$ cat src/rtl/eth_rx_dispatch_pkg.sv
// Shared constants for the Ethernet receive dispatcher: ethertypes, broadcast MAC,
// header geometry, FSM encoding and a MAC byte-select helper.
package eth_rx_dispatch_pkg;

    localparam logic [15:0] ETYPE_IPV4   = 16'h0800;
    localparam logic [15:0] ETYPE_ARP    = 16'h0806;
    localparam logic [47:0] MAC_BCAST    = 48'hFFFF_FFFF_FFFF;
    localparam logic [3:0]  HDR_LEN      = 4'd14;
    localparam logic [3:0]  HDR_LAST_IDX = 4'd13;

    localparam logic [2:0] ST_IDLE    = 3'd0;
    localparam logic [2:0] ST_HDR     = 3'd1;
    localparam logic [2:0] ST_IP_PAY  = 3'd2;
    localparam logic [2:0] ST_ARP_PAY = 3'd3;
    localparam logic [2:0] ST_DROP    = 3'd4;

    // Byte idx of a MAC in wire order: idx 0 is the most significant octet.
    function automatic logic [7:0] mac_byte(input logic [47:0] mac, input logic [2:0] idx);
        logic [7:0] b;
        case (idx)
            3'd0:    b = mac[47:40];
            3'd1:    b = mac[39:32];
            3'd2:    b = mac[31:24];
            3'd3:    b = mac[23:16];
            3'd4:    b = mac[15:8];
            3'd5:    b = mac[7:0];
            default: b = 8'h00;
        endcase
        return b;
    endfunction

endpackage

$ cat src/rtl/eth_rx_dispatch_hdr_match.sv
// Header parser: destination-MAC filter against a per-frame snapshot, source-MAC
// capture and ethertype assembly. ETH_RX_PROMISC_EN bypasses the destination filter.
module eth_hdr_match
    import eth_rx_dispatch_pkg::*;
(
    input  logic        i_clk,
    input  logic        i_rst,
    input  logic        i_byte_en,
    input  logic [3:0]  i_idx,
    input  logic [7:0]  i_data,
    input  logic [47:0] i_local_mac,
    output logic        o_dest_ok,
    output logic [47:0] o_src_mac,
    output logic [15:0] o_ethertype
);

    logic [47:0] snap_d, snap_q;
    logic        uc_match_d, uc_match_q;
    logic        bc_match_d, bc_match_q;
    logic [47:0] src_d, src_q;
    logic [7:0]  type_hi_d, type_hi_q;

    // Per-byte header field capture; byte 0 compares against the live register
    // because the snapshot is only being taken on that same edge.
    always_comb begin
        snap_d     = snap_q;
        uc_match_d = uc_match_q;
        bc_match_d = bc_match_q;
        src_d      = src_q;
        type_hi_d  = type_hi_q;
        if (i_byte_en) begin
            case (i_idx)
                4'd0: begin
                    snap_d     = i_local_mac;
                    uc_match_d = (i_data == i_local_mac[47:40]);
                    bc_match_d = (i_data == MAC_BCAST[47:40]);
                end
                4'd1, 4'd2, 4'd3, 4'd4, 4'd5: begin
                    uc_match_d = uc_match_q && (i_data == mac_byte(snap_q, i_idx[2:0]));
                    bc_match_d = bc_match_q && (i_data == mac_byte(MAC_BCAST, i_idx[2:0]));
                end
                4'd6, 4'd7, 4'd8, 4'd9, 4'd10, 4'd11: begin
                    src_d = {src_q[39:0], i_data};
                end
                4'd12: begin
                    type_hi_d = i_data;
                end
                default: begin
                    type_hi_d = type_hi_q;
                end
            endcase
        end else begin
            src_d = src_q;
        end
    end

    // Header field registers.
    always_ff @(posedge i_clk or negedge i_rst) begin
        if (!i_rst) begin
            snap_q     <= 48'h0000_0000_0000;
            uc_match_q <= 1'b0;
            bc_match_q <= 1'b0;
            src_q      <= 48'h0000_0000_0000;
            type_hi_q  <= 8'h00;
        end else begin
            snap_q     <= snap_d;
            uc_match_q <= uc_match_d;
            bc_match_q <= bc_match_d;
            src_q      <= src_d;
            type_hi_q  <= type_hi_d;
        end
    end

`ifdef ETH_RX_PROMISC_EN
    assign o_dest_ok = 1'b1;
`else
    assign o_dest_ok = uc_match_q || bc_match_q;
`endif
    assign o_src_mac   = src_q;
    assign o_ethertype = {type_hi_q, i_data};

endmodule

$ cat src/rtl/eth_rx_dispatch.sv
// Ethernet receive dispatcher: filters on destination MAC and routes IPv4/ARP payload
// to dedicated registered streams. Define ETH_RX_PROMISC_EN to accept every destination.
module eth_rx_dispatch
    import eth_rx_dispatch_pkg::*;
#(
    parameter logic [47:0] P_SRC_MAC = 48'h000000000000
) (
    input  logic        i_clk,
    input  logic        i_rst,
    input  logic [47:0] i_local_mac,
    input  logic        i_local_mac_valid,
    input  logic [7:0]  i_data,
    input  logic        i_valid,
    input  logic        i_last,
    output logic [7:0]  o_ip_data,
    output logic        o_ip_valid,
    output logic        o_ip_last,
    output logic [7:0]  o_arp_data,
    output logic        o_arp_valid,
    output logic        o_arp_last,
    output logic [47:0] o_recv_src_mac,
    output logic        o_recv_src_mac_valid,
    output logic        o_drop
);

    logic [2:0]  state_d, state_q;
    logic [3:0]  cnt_d, cnt_q;
    logic [47:0] local_mac_d, local_mac_q;
    logic [7:0]  ip_data_d, ip_data_q, arp_data_d, arp_data_q;
    logic        ip_valid_d, ip_valid_q, ip_last_d, ip_last_q;
    logic        arp_valid_d, arp_valid_q, arp_last_d, arp_last_q;
    logic [47:0] src_mac_d, src_mac_q;
    logic        src_valid_d, src_valid_q;
    logic        drop_d, drop_q;

    logic        hdr_en_s;
    logic [3:0]  hdr_idx_s;
    logic [3:0]  cnt_inc_s;
    logic        dest_ok_s;
    logic [47:0] hdr_src_s;
    logic [15:0] ethertype_s;

    eth_hdr_match u_hdr_match (
        .i_clk       (i_clk),
        .i_rst       (i_rst),
        .i_byte_en   (hdr_en_s),
        .i_idx       (hdr_idx_s),
        .i_data      (i_data),
        .i_local_mac (local_mac_q),
        .o_dest_ok   (dest_ok_s),
        .o_src_mac   (hdr_src_s),
        .o_ethertype (ethertype_s)
    );

    // Frame FSM, byte counter and next-state of all registered outputs.
    always_comb begin
        state_d     = state_q;
        cnt_d       = cnt_q;
        src_mac_d   = src_mac_q;
        src_valid_d = 1'b0;
        drop_d      = 1'b0;
        ip_data_d   = 8'h00;
        ip_valid_d  = 1'b0;
        ip_last_d   = 1'b0;
        arp_data_d  = 8'h00;
        arp_valid_d = 1'b0;
        arp_last_d  = 1'b0;
        hdr_en_s    = 1'b0;
        hdr_idx_s   = cnt_q;
        cnt_inc_s   = (cnt_q >= HDR_LEN) ? HDR_LEN : (cnt_q + 4'd1);

        if (i_local_mac_valid) begin
            local_mac_d = i_local_mac;
        end else begin
            local_mac_d = local_mac_q;
        end

        case (state_q)
            ST_IDLE: begin
                if (i_valid) begin
                    hdr_en_s  = 1'b1;
                    hdr_idx_s = 4'd0;
                    if (i_last) begin
                        cnt_d  = 4'd0;
                        drop_d = 1'b1;
                    end else begin
                        cnt_d   = 4'd1;
                        state_d = ST_HDR;
                    end
                end else begin
                    cnt_d = 4'd0;
                end
            end
            ST_HDR: begin
                if (!i_valid || i_last) begin
                    // Runt or stalled header: the frame can never be routed.
                    hdr_en_s = i_valid;
                    state_d  = ST_IDLE;
                    cnt_d    = 4'd0;
                    drop_d   = 1'b1;
                end else begin
                    hdr_en_s = 1'b1;
                    cnt_d    = cnt_inc_s;
                    if (cnt_q == HDR_LAST_IDX) begin
                        if (dest_ok_s && (ethertype_s == ETYPE_IPV4)) begin
                            state_d     = ST_IP_PAY;
                            src_mac_d   = hdr_src_s;
                            src_valid_d = 1'b1;
                        end else if (dest_ok_s && (ethertype_s == ETYPE_ARP)) begin
                            state_d     = ST_ARP_PAY;
                            src_mac_d   = hdr_src_s;
                            src_valid_d = 1'b1;
                        end else begin
                            state_d = ST_DROP;
                        end
                    end else begin
                        state_d = ST_HDR;
                    end
                end
            end
            ST_IP_PAY, ST_ARP_PAY: begin
                if (i_valid) begin
                    cnt_d = cnt_inc_s;
                    if (state_q == ST_IP_PAY) begin
                        ip_data_d  = i_data;
                        ip_valid_d = 1'b1;
                        ip_last_d  = i_last;
                    end else begin
                        arp_data_d  = i_data;
                        arp_valid_d = 1'b1;
                        arp_last_d  = i_last;
                    end
                    if (i_last) begin
                        state_d = ST_IDLE;
                        cnt_d   = 4'd0;
                    end else begin
                        state_d = state_q;
                    end
                end else begin
                    state_d = ST_IDLE;
                    cnt_d   = 4'd0;
                    drop_d  = 1'b1;
                end
            end
            ST_DROP: begin
                if (!i_valid || i_last) begin
                    state_d = ST_IDLE;
                    cnt_d   = 4'd0;
                    drop_d  = 1'b1;
                end else begin
                    cnt_d = cnt_inc_s;
                end
            end
            default: begin
                state_d = ST_IDLE;
                cnt_d   = 4'd0;
            end
        endcase
    end

    // State, local MAC and output registers.
    always_ff @(posedge i_clk or negedge i_rst) begin
        if (!i_rst) begin
            state_q     <= ST_IDLE;
            cnt_q       <= 4'd0;
            local_mac_q <= P_SRC_MAC;
            ip_data_q   <= 8'h00;
            ip_valid_q  <= 1'b0;
            ip_last_q   <= 1'b0;
            arp_data_q  <= 8'h00;
            arp_valid_q <= 1'b0;
            arp_last_q  <= 1'b0;
            src_mac_q   <= 48'h0000_0000_0000;
            src_valid_q <= 1'b0;
            drop_q      <= 1'b0;
        end else begin
            state_q     <= state_d;
            cnt_q       <= cnt_d;
            local_mac_q <= local_mac_d;
            ip_data_q   <= ip_data_d;
            ip_valid_q  <= ip_valid_d;
            ip_last_q   <= ip_last_d;
            arp_data_q  <= arp_data_d;
            arp_valid_q <= arp_valid_d;
            arp_last_q  <= arp_last_d;
            src_mac_q   <= src_mac_d;
            src_valid_q <= src_valid_d;
            drop_q      <= drop_d;
        end
    end

    assign o_ip_data            = ip_data_q;
    assign o_ip_valid           = ip_valid_q;
    assign o_ip_last            = ip_last_q;
    assign o_arp_data           = arp_data_q;
    assign o_arp_valid          = arp_valid_q;
    assign o_arp_last           = arp_last_q;
    assign o_recv_src_mac       = src_mac_q;
    assign o_recv_src_mac_valid = src_valid_q;
    assign o_drop               = drop_q;

endmodule

$ cat config.mk
export PLATFORM = sky130hd
export DESIGN_NAME = eth_rx_dispatch
export DESIGN_NICKNAME = d
export VERILOG_FILES = /design/src/rtl/eth_rx_dispatch_pkg.sv /design/src/rtl/eth_rx_dispatch_hdr_match.sv /design/src/rtl/eth_rx_dispatch.sv
export SDC_FILE = /design/constraint.sdc
export NUM_CORES = 1
export LEC_CHECK = 0
export CAP_MARGIN = 10
export CELL_PAD_IN_SITES_DETAIL_PLACEMENT = 1
export CELL_PAD_IN_SITES_GLOBAL_PLACEMENT = 1
export CORE_MARGIN = 4
export CORE_UTILIZATION = 34
export DETAILED_ROUTE_END_ITERATION = 16
export MAX_ROUTING_LAYER = met4
export PLACE_DENSITY = 0.63
export SLEW_MARGIN = 40
export SYNTH_ARGS = -nofsm -noshare
export SYNTH_HDL_FRONTEND = slang
export SYNTH_SLANG_ARGS = --single-unit
$ cat constraint.sdc
create_clock -name i_clk -period 4.8 [get_ports i_clk]
set_input_delay 0.96 -clock i_clk [delete_from_list [all_inputs] [get_ports i_clk]]
set_output_delay 0.96 -clock i_clk [all_outputs]
set_load 0.01 [all_outputs]
==> metrics.md, run 1 <==
| Metric | Value |
|---|---|
| Status | finished, final reports clean |
| Sink Count | 229 |
| Max cap viols | 0 |
| Main area contributors after synthesis | dfrtp_1 (62%), mux2_2 (19%), nand2_1 (6.3%) |
| Maximum root-to-sink buffer count | 3 |
| Drt drc | 0 |
| Total congestion overflow | 0 |
| Core Region | 26350 sq um |
| Synthesized net count | 779 |
| Critical path data required time | 5.22 ns |
| Number of fill cells in the layout | 2704 |
| Post-synth ARST share | 1.000 |
| Via count | 5775 |
| Largest stage delay on the critical path | 0.67 ns |
| Postcts setup bufs | 0 |
| Top_reg_cell synth | dfrtp_1 |
| Antenna diodes | 0 |
| Setup TNS | 0 ns |
| Layout Nets | 904 |
| Placed Area | 10860 sq um |
| Tightest Pin Transition | 0.6322 ns |
| Vias per inst | 4.841 |
| DR WL/cell | 18.15 um |
| Final hold violations | 0 |
| DRT Pass-1 Iters | 4 |
| Root Buffer | clkbuf_16 |
| Number of global-route vias before repair | 6339 |
| TritonCTS clock tree | yes |
| Final Skew | 0.01449 ns |
| CP Capture Type | flip-flop |
| First-pass GRT wire length | 34820 um |
| Num ports | 131 |
| VDD IR-drop max | 0.2039 mV |
| Synth unique cells | 44 |
| Leakage | 5.366 nW |
| Share of cells above drive strength 1 | 0.2634 |
| Clk slew on worst S/H paths | 0.06 ns |
| Die height | 172.4 um |
| Worst skew pair latency | 0.52 ns |
| Largest net degree at the start of global routing | 72 |
| Num CTS Buffers | 26 |
| Antenna violations before repair | 0 |
| HPWL Detailed | 15190 um |
| Die area | 29740 sq um |
| Total power draw | 4.486 mW |
| RSZ-0062 raised after global routing | no |
| Detail Route Antenna Nets | 0 |
| Hold_buf cts | 0 |
| Register area share after synthesis | 0.6233 |
| Post-synthesis register bit count | 229 |
| Gate Count Post-Synth | 715 |
| Cells after DPL | 1147 |
| Worst slack at placement | 1.076 ns |
| Post-layout instance area | 11760 sq um |
| Synth area leader | dfrtp_1 |
| Power density cells | 381.4 nW/um^2 |
| Worst setup margin | 1.607 ns |
| Total Routed Length | 21650 um |
| Met1 Wirelength | 9931 um |
| CTS H-tree lvls | 1 |
| Cell Chain, Critical Path | clkdlybuf4s50_1 > or4b_4 > and4_4 > a221oi_2 > xnor2_1 > or4_1 > o41ai_2 |
| Final hold slack | 0.3690 ns |
| Max Clock Freq | 0.3132 GHz |
| DR iter-0 viols | 219 |
| Number of flops mapped to enable cells by yosys | 0 |
| # setup viols final | 0 |
| Avg Inst Size Synth | 12.86 sq um |
| Multi-input logic area | 3276 sq um |
| Post_cts resized | 0 |
| Metal2 WL | 10430 um |
| Register Area | 5732 sq um |
| Yosys warning count | 0 |
| GRT Total Usage | 0.1507 |
| Area share of the largest cell type after synthesis | 0.6233 |
| Rows | 59 |
| Setup crit start kind | primary input |
| Most common cell after layout, fill and taps aside | dfrtp_1 |
| Met3 WL post-DR | 978 um |
| Post-layout util | 0.4463 |
| Final period utilization | 0.6652 |
| DIE WIDTH | 172.4 um |
| CP arrival | 3.61 ns |
| Critical path fanouts, max | 12 |
| Final worst path period need | 3.193 ns |
| Hold crit path type | primary input to async pin |
| IO Port Bufs | 130 |
| Top Family by Delay on Critical Path | simple AND/OR/NAND/NOR gates |
| Routability cong. | 0.7528 |
| Area grow syn2layout | 27.94% |
| Synthesized area | 9194 sq um |
| Most frequent cells in the layout | dfrtp_1 (228), mux2_2 (158), nand2_1 (154) |
| Slowest cell on the critical path | clkdlybuf4s50_1 |
| Initial Util | 0.3489 |
| Top Metal Used | met4 |
| Slew Limit Fails | 0 |
| Slew HR | 0.5760 |
| Worst path bufs/invs | 1 |
| Fin cells | 1193 |
| Critical path class | primary input to flip-flop |
==> flip-flops by register name, indices dropped and copies added, names as in the netlist <==
name / flops
o_arp_data: 8
o_recv_src_mac_valid: 1
o_arp_valid: 1
o_ip_last: 1
u_hdr_match.type_hi_q: 8
local_mac_q: 48
u_hdr_match.uc_match_q: 1
u_hdr_match.snap_q: 46
o_ip_data: 8
u_hdr_match.o_src_mac: 48
cnt_q: 4
o_ip_valid: 1
state_q: 3
u_hdr_match.bc_match_q: 1
o_recv_src_mac: 48
o_drop: 1
o_arp_last: 1
==> power by group <==
group / switching (mW) / total [mW] / internal [mW]
logic: 0.148 / 0.340 / 0.192
registers: 0.0689 / 2.11 / 2.05
clock network: 0.769 / 2.03 / 1.26
==> layout make-up <==
cell class	instances	share of cell area
sequential	229	0.4873
multi-input combinational	437	0.2785
timing repair buffer	141	0.1206
clock buffer	36	0.06457
tap	335	0.03563
clock inverter	10	0.01159
inverter	5	0.001808
==> synthesized netlist by cell type (5+ instances only) <==
cell type	n
a21oi_1	6
and2_1	17
clkbuf_1	29
mux2_2	158
buf_1	11
nor3_1	5
xnor2_1	14
o21ai_0	7
nand4_1	8
mux2i_1	8
nor2_1	13
nand2_1	155
a221oi_1	5
dfrtp_1	229
==> kinds of logic after synthesis <==
kind of cell,share of synthesized area
xor gates and xnor gates,0.01620
and+or+nand+nor,0.1044
buffers and inverters,0.02191
AOI/OAI and AO/OA,0.02790
adders and majority gates,0.004083
DFF,0.6233
muxes,0.2022
==> path summary, 6_finish.rpt <==
check                           cells after the start  slack (ns)                                  to                                  start
min in group i_clk                                  2        0.47      o_recv_src_mac[45]$_DFFE_PN0P_  u_hdr_match.o_src_mac[45]$_DFFE_PN0P_
worst min register to register                      2        0.47      o_recv_src_mac[45]$_DFFE_PN0P_  u_hdr_match.o_src_mac[45]$_DFFE_PN0P_
worst min-delay path                                1        0.37             o_arp_data[2]$_DFF_PN0_                                  i_rst
worst max-delay path                                7        1.61  u_hdr_match.uc_match_q$_DFFE_PN0P_                                i_valid
max in group asynchronous                           3        3.27  u_hdr_match.snap_q[21]$_DFFE_PN0P_                                  i_rst
worst max register to register                      6        2.17  u_hdr_match.uc_match_q$_DFFE_PN0P_                 state_q[0]$_DFFE_PN0P_
==> metal layers <==
metal | track usage | vias to the layer above
met4 | 0.03076 | 0
met2 | 0.2466 | 134
met5 | - | -
li1 | - | 2684
met1 | 0.2014 | 2926
met3 | 0.02263 | 31
Power figures use the tool's default switching activity.
==> run 2: changes to the inputs <==
PLACE_DENSITY = 0.65   (was 0.63)
clock period = 2.89 ns   (was 4.8 ns; I/O delays follow)
==> metrics.md, run 2 (synthesized netlist as in run 1, its figures left out) <==
| Metric | Value |
|---|---|
| Status | finished, final reports clean (unchanged) |
| Met3 usage | 0.02195 (was 0.02263) |
| Num CTS Buffers | 25 (was 26) |
| Rows | 59 (unchanged) |
| Final worst path period need | 2.398 ns |
| Critical path class | flip-flop to flip-flop (was primary input to flip-flop) |
| Drt drc | 0 (unchanged) |
| Max cap viols | 0 (unchanged) |
| Hold crit path type | primary input to async pin (unchanged) |
| Core Region | 26350 sq um (unchanged) |
| Num ports | 131 (unchanged) |
| Reg2Reg Setup Slack | 0.49 ns (was 2.17 ns) |
| Gr busiest metal | met2 (unchanged) |
| Grt met1 use | 0.2148 (was 0.2014) |
| Leakage | 5.443 nW (was 5.366 nW) |
| First-pass GRT wire length | 35180 um (was 34820 um) |
| Via count | 5866 (was 5775) |
| Cells after DPL | 1165 (was 1147) |
| Number of global-route vias before repair | 6278 (was 6339) |
| # setup viols final | 0 (unchanged) |
| Root Buffer | clkbuf_16 (unchanged) |
| Power density cells | 615.8 nW/um^2 (was 381.4 nW/um^2) |
| Met2 GRT Util | 0.2338 (was 0.2466) |
| DR WL/cell | 17.99 um (was 18.15 um) |
| Total congestion overflow | 0 (unchanged) |
| Slew HR | 0.5979 (was 0.5760) |
| Most frequent cells in the layout | dfrtp_1 (229), mux2_2 (158), nand2_1 (154) (was dfrtp_1 (228), mux2_2 (158), nand2_1 (154)) |
| Clk slew on worst S/H paths | 0.06 ns (about the same) |
| DR iter-0 viols | 399 (was 219) |
| Final period utilization | 0.8296 |
| IO Port Bufs | 130 (unchanged) |
| RR Startpoint | state_q[1]$_DFFE_PN0P_ (was state_q[0]$_DFFE_PN0P_) |
| Max Clock Freq | 0.4171 GHz |
| Setup TNS | 0 ns (unchanged) |
| Total Routed Length | 21800 um (was 21650 um) |
| Largest stage delay on the critical path | 0.55 ns (was 0.67 ns) |
| VDD IR-drop max | 0.3199 mV (was 0.2039 mV) |
| Fin cells | 1212 (was 1193) |
| Area grow syn2layout | 29.07% (was 27.94%) |
| Detail Route Antenna Nets | 0 (unchanged) |
| DRT Pass-1 Iters | 5 (was 4) |
| Vias per inst | 4.840 (was 4.841) |
| Maximum root-to-sink buffer count | 3 (unchanged) |
| Critical path fanouts, max | 9 (was 12) |
| Cells on worst reg2reg path | 6 (unchanged) |
| Final Skew | 0.02044 ns (was 0.01449 ns) |
| Tightest Pin Transition | 0.6032 ns (was 0.6322 ns) |
| Antenna violations before repair | 1 (was 0) |
| Critical path data required time | 3.32 ns (was 5.22 ns) |
| TritonCTS clock tree | yes (unchanged) |
| Post_cts resized | 0 (unchanged) |
| Share of cells above drive strength 1 | 0.2785 (was 0.2634) |
| Postcts setup bufs | 0 (unchanged) |
| Largest net degree at the start of global routing | 68 (was 72) |
| GRT Total Usage | 0.1528 (was 0.1507) |
| Slowest cell on the critical path | or4b_4 (was clkdlybuf4s50_1) |
| Setup crit start kind | flip-flop (was primary input) |
| Most common cell after layout, fill and taps aside | dfrtp_1 (unchanged) |
| CTS H-tree lvls | 1 (unchanged) |
| Hold_buf cts | 0 (unchanged) |
| Die height | 172.4 um (unchanged) |
| Initial Util | 0.3489 (unchanged) |
| CP Capture Type | flip-flop (unchanged) |
| CP arrival | 2.83 ns (was 3.61 ns) |
| Post-layout util | 0.4503 (was 0.4463) |
| Slew Limit Fails | 0 (unchanged) |
| Reg2reg end | u_hdr_match.uc_match_q$_DFFE_PN0P_ (unchanged) |
| DIE WIDTH | 172.4 um (unchanged) |
| Layout Nets | 921 (was 904) |
| Cell Chain, Critical Path | or4b_4 > and4_4 > a221oi_2 > xnor2_1 > or4_1 > o41ai_2 (was clkdlybuf4s50_1 > or4b_4 > and4_4 > a221oi_2 > xnor2_1 > or4_1 > o41ai_2) |
| HPWL Detailed | 14990 um (was 15190 um) |
| Sink Count | 229 (unchanged) |
| Final hold violations | 0 (unchanged) |
| Worst skew pair latency | 0.53 ns (was 0.52 ns) |
| RSZ-0062 raised after global routing | no (unchanged) |
| Routability cong. | 0.7339 (was 0.7528) |
| Die area | 29740 sq um (unchanged) |
## run 2: worst max path at each step
stage,from,end,slack [ns],cells after the start
after floorplan,i_valid,u_hdr_match.o_src_mac[26]$_DFFE_PN0P_,0.36,6
after global placement,i_valid,u_hdr_match.uc_match_q$_DFFE_PN0P_,-0.03,7
after detailed placement,i_valid,u_hdr_match.uc_match_q$_DFFE_PN0P_,-0.06,7
after CTS,state_q[1]$_DFFE_PN0P_,u_hdr_match.uc_match_q$_DFFE_PN0P_,0.48,6
after global routing,i_valid,u_hdr_match.uc_match_q$_DFFE_PN0P_,0.25,9
final,state_q[1]$_DFFE_PN0P_,u_hdr_match.uc_match_q$_DFFE_PN0P_,0.49,6
## run 2: layout make-up
class | instances | area (sq um)
antenna | 1 | 2.502
clock buffer | 32 | 701.9
clock inverter | 14 | 128.9
fill | 2727 | 14490
inverter | 5 | 18.77
multi-input combinational | 437 | 3271
sequential | 229 | 5731
tap | 335 | 419.2
timing repair buffer | 159 | 1594
## run 2: per-layer routing
metal	part of all wire	wire [um]
met1	0.47	10330
met2	0.46	10050
met3	0.041	899
met4	0.024	524
met5	0	0
## run 2: stage by stage
step	instance area [sq um]	power, mW	hold WS, ns	setup WS [ns]
floorplan	9194	3.860	0.2824	0.3596
global placement	11030	4.155	0.4503	-0.02731
detailed placement	11030	4.178	0.4520	-0.05954
CTS	11860	7.432	0.008107	0.4779
global route	11870	7.643	0.02996	0.2538
finish	11870	7.307	0.009761	0.4924
## run 2: worst max-delay path, delay by kind of cell, from the launching register on
kind	cells	cell delay (ns)
and+or+nand+nor	3	1.20
xor gates and xnor gates	1	0.09
DFF	1	0.46
AOI/OAI and AO/OA	2	0.56
## run 2: report_power, final
group	total, mW	switching, mW	internal [mW]
registers	3.51	0.115	3.40
clock network	3.20	1.31	1.89
logic	0.594	0.259	0.335
